--- config.mk ---
export PLATFORM = sky130hd
export DESIGN_NAME = sync_fifo_param
export DESIGN_NICKNAME = d
export VERILOG_FILES = /design/src/rtl/fifo_pkg.sv /design/src/rtl/fifo_mem.sv /design/src/rtl/sync_fifo_param.sv
export SDC_FILE = /design/constraint.sdc
export NUM_CORES = 1
export LEC_CHECK = 0
export CORE_ASPECT_RATIO = 1.75
export CORE_MARGIN = 4
export CORE_UTILIZATION = 57
export CTS_BUF_LIST = sky130_fd_sc_hd__clkbuf_8
export DETAILED_ROUTE_END_ITERATION = 8
export GPL_TIMING_DRIVEN = 0
export PLACE_DENSITY = 0.77
export SYNTH_ARGS = -nofsm -noshare
export SYNTH_HDL_FRONTEND = slang
export SYNTH_SLANG_ARGS = --single-unit
--- constraint.sdc ---
create_clock -name clk -period 4.7 [get_ports clk]
set_clock_uncertainty 0.1 [all_clocks]
set_input_delay 1.175 -clock clk [delete_from_list [all_inputs] [get_ports clk]]
set_output_delay 1.175 -clock clk [all_outputs]
set_load 0.02 [all_outputs]
--- src/rtl/fifo_pkg.sv ---
// Shared FIFO types and default geometry.
// Used by the single-clock FIFO and the CDC FIFO.
package fifo_pkg;

  typedef enum logic {
    FIFO_STD,
    FIFO_FWFT
  } fifo_mode_e;

  localparam int FIFO_DW = 4;
  localparam int FIFO_AW = 4;

  function automatic int fifo_depth(input int aw);
    return 1 << aw;
  endfunction

endpackage

--- src/rtl/fifo_mem.sv ---
// Simple dual-port RAM: synchronous write port,
// registered read (STD) or combinational read (FWFT).
module fifo_mem
  import fifo_pkg::*;
#(
  parameter int         DW   = FIFO_DW,
  parameter int         AW   = FIFO_AW,
  parameter fifo_mode_e MODE = FIFO_STD
) (
  input  logic          clk,
  input  logic          rst,
  input  logic          we,
  input  logic [AW-1:0] waddr,
  input  logic [DW-1:0] wdata,
  input  logic          re,
  input  logic [AW-1:0] raddr,
  output logic [DW-1:0] rdata
);

  localparam int DEPTH = fifo_depth(AW);

  logic [DW-1:0] mem [DEPTH];

  always_ff @(posedge clk) begin
    if (we) begin
      mem[waddr] <= wdata;
    end
  end

  if (MODE == FIFO_STD) begin : g_std
    always_ff @(posedge clk or negedge rst) begin
      if (!rst) begin
        rdata <= '0;
      end else if (re) begin
        rdata <= mem[raddr];
      end
    end
  end else begin : g_fwft
    assign rdata = mem[raddr];
  end

endmodule

--- src/rtl/sync_fifo_param.sv ---
// Single-clock parametrised FIFO with almost flags,
// occupancy, sticky errors, flush and optional FWFT.
module sync_fifo_param
  import fifo_pkg::*;
#(
  parameter int DATA_WIDTH    = FIFO_DW,
  parameter int ADDR_WIDTH    = FIFO_AW,
  parameter int FWFT          = 0,
  parameter int AFULL_THRESH  = 14,
  parameter int AEMPTY_THRESH = 2
) (
  input  logic                  clk,
  input  logic                  rst,
  input  logic                  flush,
  input  logic                  winc,
  input  logic [DATA_WIDTH-1:0] wdata,
  output logic                  wfull,
  output logic                  wafull,
  output logic                  overflow,
  input  logic                  rinc,
  output logic [DATA_WIDTH-1:0] rdata,
  output logic                  rempty,
  output logic                  raempty,
  output logic                  underflow,
  output logic [ADDR_WIDTH:0]   count
);

  localparam int DEPTH = fifo_depth(ADDR_WIDTH);
  localparam fifo_mode_e MODE =
    (FWFT != 0) ? FIFO_FWFT : FIFO_STD;

  localparam logic [ADDR_WIDTH:0] PTR_ONE =
    (ADDR_WIDTH+1)'(1);
  localparam logic [ADDR_WIDTH:0] AF_T =
    (ADDR_WIDTH+1)'(AFULL_THRESH);
  localparam logic [ADDR_WIDTH:0] AE_T =
    (ADDR_WIDTH+1)'(AEMPTY_THRESH);

  if (!(AEMPTY_THRESH < AFULL_THRESH &&
        AFULL_THRESH <= DEPTH)) begin : g_bad_cfg
    $error("sync_fifo_param: bad thresholds");
  end

  logic [ADDR_WIDTH:0]   wptr;
  logic [ADDR_WIDTH:0]   rptr;
  logic                  wr_ok;
  logic                  rd_ok;
  logic [DATA_WIDTH-1:0] mem_rdata;

  // Flags decode from registered pointers only.
  assign count  = wptr - rptr;
  assign rempty = (wptr == rptr);
  assign wfull  =
    (wptr[ADDR_WIDTH] != rptr[ADDR_WIDTH]) &&
    (wptr[ADDR_WIDTH-1:0] == rptr[ADDR_WIDTH-1:0]);
  assign wafull  = (count >= AF_T);
  assign raempty = (count <= AE_T);

  assign wr_ok = winc && !wfull && !flush;
  assign rd_ok = rinc && !rempty && !flush;

  always_ff @(posedge clk or negedge rst) begin
    if (!rst) begin
      wptr <= '0;
      rptr <= '0;
    end else if (flush) begin
      wptr <= '0;
      rptr <= '0;
    end else begin
      if (wr_ok) begin
        wptr <= wptr + PTR_ONE;
      end
      if (rd_ok) begin
        rptr <= rptr + PTR_ONE;
      end
    end
  end

  always_ff @(posedge clk or negedge rst) begin
    if (!rst) begin
      overflow  <= 1'b0;
      underflow <= 1'b0;
    end else if (flush) begin
      overflow  <= 1'b0;
      underflow <= 1'b0;
    end else begin
      if (winc && wfull) begin
        overflow <= 1'b1;
      end
      if (rinc && rempty) begin
        underflow <= 1'b1;
      end
    end
  end

  fifo_mem #(
    .DW   (DATA_WIDTH),
    .AW   (ADDR_WIDTH),
    .MODE (MODE)
  ) u_mem (
    .clk   (clk),
    .rst   (rst),
    .we    (wr_ok),
    .waddr (wptr[ADDR_WIDTH-1:0]),
    .wdata (wdata),
    .re    (rd_ok),
    .raddr (rptr[ADDR_WIDTH-1:0]),
    .rdata (mem_rdata)
  );

  // In FWFT mode an empty FIFO shows zero, not stale RAM.
  assign rdata =
    (MODE == FIFO_FWFT && rempty) ? '0 : mem_rdata;

endmodule

==> metrics.txt <==
outcome complete, no violations; P&R area growth vs syn 14.1%; CTS buffer count 9; worst flop-to-flop path endpoint u_mem.mem[2][3]; HPWL Detailed 5250 microns; Final ANT Viol Nets 0; syn avg cell area 14.8 sq um; Post-CTS Setup Inserts 0; sequential share of the synthesized area 0.648; GPL Wtd Cong 0.857; share of layout cells above drive strength 1 0.135; Commonest cells post-synth 64 x edfxtp_1, 30 x nor2_1, 16 x dfrtp_1, 11 x mux2_2; Overall Power 1670 uW; Setup CP Type reg -> out; Max stage delay on crit path 0.63 ns; initial antenna violation count 0; worst-case vdd ir drop 0.265 mV; Core Region 6180 sq um; CP endpoint raempty; Worst setup SP type register; cells along the critical path buf_2 > clkbuf_4 > inv_1 > ha_1 > nor2b_1 > o21a_1 > or3_1 > a211oi_1 > clkdlybuf4s50_1; CTS tree built; crit-path leading delay family buffers and inverters; ant diodes 0; Worst Path Required 3.42 ns; Initial Utilization 0.580; Root Buffer clkbuf_8; CP startpoint rptr[1]; Tcrit/Tclk final 0.962; clk slew on worst S/H paths 0.08 ns; Worst-Margin Slew 0.785 ns; Post-synth EDFFs 64; die area 7670 sq um; I/O pins 24; r2r startpoint rptr[1]; synth warn 0; count leader, synth edfxtp_1; WL final 6980 microns; area leader, netlist edfxtp_1; final setup vio count 0; Hold Buf Count CTS 0; worst reg2reg setup slack 1.28 ns; GRT Total Usage 0.202; Leakage 0.00140 uW; Syn Inst Count 243; Slowest cell on crit path clkdlybuf4s50_1; ys flop type edfxtp_1; Post-Syn Nets 262; Port Buffers 23; # clock sinks 80; Cell variety after synth 42; # DRC 0; count of final hold-check violations 0; num rows 38; CTS HTree Levels 3; Yosys reg bits 80; Hold WS 0.402 ns; synth top area cells edfxtp_1 54%, dfrtp_1 11%, mux4_1 3.7%; Hold Crit Class reg -> reg; Slew Limit Headroom 0.475; Max Cap Viol 0; DR vias/cell 5.72; vias in the first global route 2092; Hold Startpoint overflow; Slew Limit Fails 0; ys async rst share 0.200; fin crit period 4.52 ns; crit path buf inv count 4; setup TNS 0 ns; WP depth 9; drt first pass iters 4; WL per Instance 19.3 microns; top cell type's share of synthesized area 0.536; CP endpoint kind output pin; die height 113 microns; Nets 296; Post-Syn Area 3580 sq um; PwrDens 408 nW/um^2; RSZ-0062 raised after global routing no; Initial DRC Count 108; worst-case clock buffer depth 2; r2r worst-path depth 8; first-pass GRT wire length 10700 microns; largest net degree at the start of global routing 17; Die Wd 67.9 microns; FMAX 221 MHz; grt ovf 0; crit-path max FO 10; vias 2070; post-CTS sizing 0; Worst-Skew Late Latency 0.36 ns; crit path DAT 3.24 ns
==> worst reg2reg max path: stages, from the launching register on <==
cell and delay, ns:
dfrtp_1 0.35, buf_2 0.26, clkbuf_4 0.30, inv_1 0.12
ha_1 0.34, and4_1 0.24, a211oi_1 0.49, nand2_1 0.26
nor3_1 0.59
==> flip-flops by register name, indices dropped and copies added, names as in the netlist <==
signal	cells
underflow	1
overflow	1
u_mem.rdata	4
rptr	5
u_mem.mem	64
wptr	5
==> cell families after synthesis <==
| family | synth area share |
|---|---|
| AND/OR/NAND/NOR | 0.0806 |
| flip-flops | 0.648 |
| AO/OA/AOI/OAI | 0.0688 |
| multiplexers | 0.112 |
| adder cells (fa/ha/maj) | 0.0370 |
| buffers and inverters | 0.0269 |
| XOR/XNOR | 0.0265 |
==> cell type report <==
| type | instances | area, sq um |
|---|---|---|
| multi-input cells | 144 | 1170 |
| fillers | 457 | 2090 |
| flip-flops and latches | 80 | 2320 |
| clock inverters | 7 | 50.0 |
| inverters | 9 | 33.8 |
| well taps | 80 | 100 |
| clock buffers | 9 | 124 |
| plain buffers | 10 | 65.1 |
| repair buffers | 23 | 230 |
==> metal layers <==
layer | part of all wire | wire [microns] | global-route usage | vias to the layer above
met5 | 0 | 0 | 0 | -
met4 | 0.029 | 201 | 0.0996 | 0
met3 | 0.040 | 282 | 0.0516 | 13
met2 | 0.56 | 3920 | 0.359 | 57
met1 | 0.37 | 2570 | 0.210 | 1013
li1 | - | - | - | 987
==> per-stage QoR <==
step           setup WS, ns  area [sq um]   util  std cells
2_1_floorplan         0.978          3580      -        243
3_3_place_gp          0.505          3920  0.633        346
3_5_place_dp          0.494          3920  0.633        346
4_1_cts              0.0922          4090  0.662        362
5_1_grt              0.0194          4090  0.662        362
6_report              0.181          4090  0.662        362
==> how the worst min path moves through the flow <==
stage          slack [ns]        endpoint  depth (start not counted)
2_1_floorplan        0.49         rptr[4]                          2
3_3_place_gp         0.38       underflow                          2
3_5_place_dp         0.39        overflow                          2
4_1_cts              0.41        overflow                          2
5_1_grt              0.44  u_mem.rdata[2]                          1
6_report             0.40        overflow                          2
==> cell usage in the layout (no fill, tap or decap), types with 7 or more instances in the layout <==
cell	instances
xnor2_1	7
nand2_1	7
inv_1	10
clkbuf_8	9
mux2_2	11
edfxtp_1	64
dfrtp_1	16
nor2_1	30
clkdlybuf4s50_1	23
mux2i_1	8
ha_1	9
==> report_power, final <==
part | switching [uW] | internal [uW]
Combinational | 216 | 205
Clock | 247 | 191
Sequential | 18.8 | 793
Total | 482 | 1190
No activity file was read; power rests on OpenSTA's default activity.
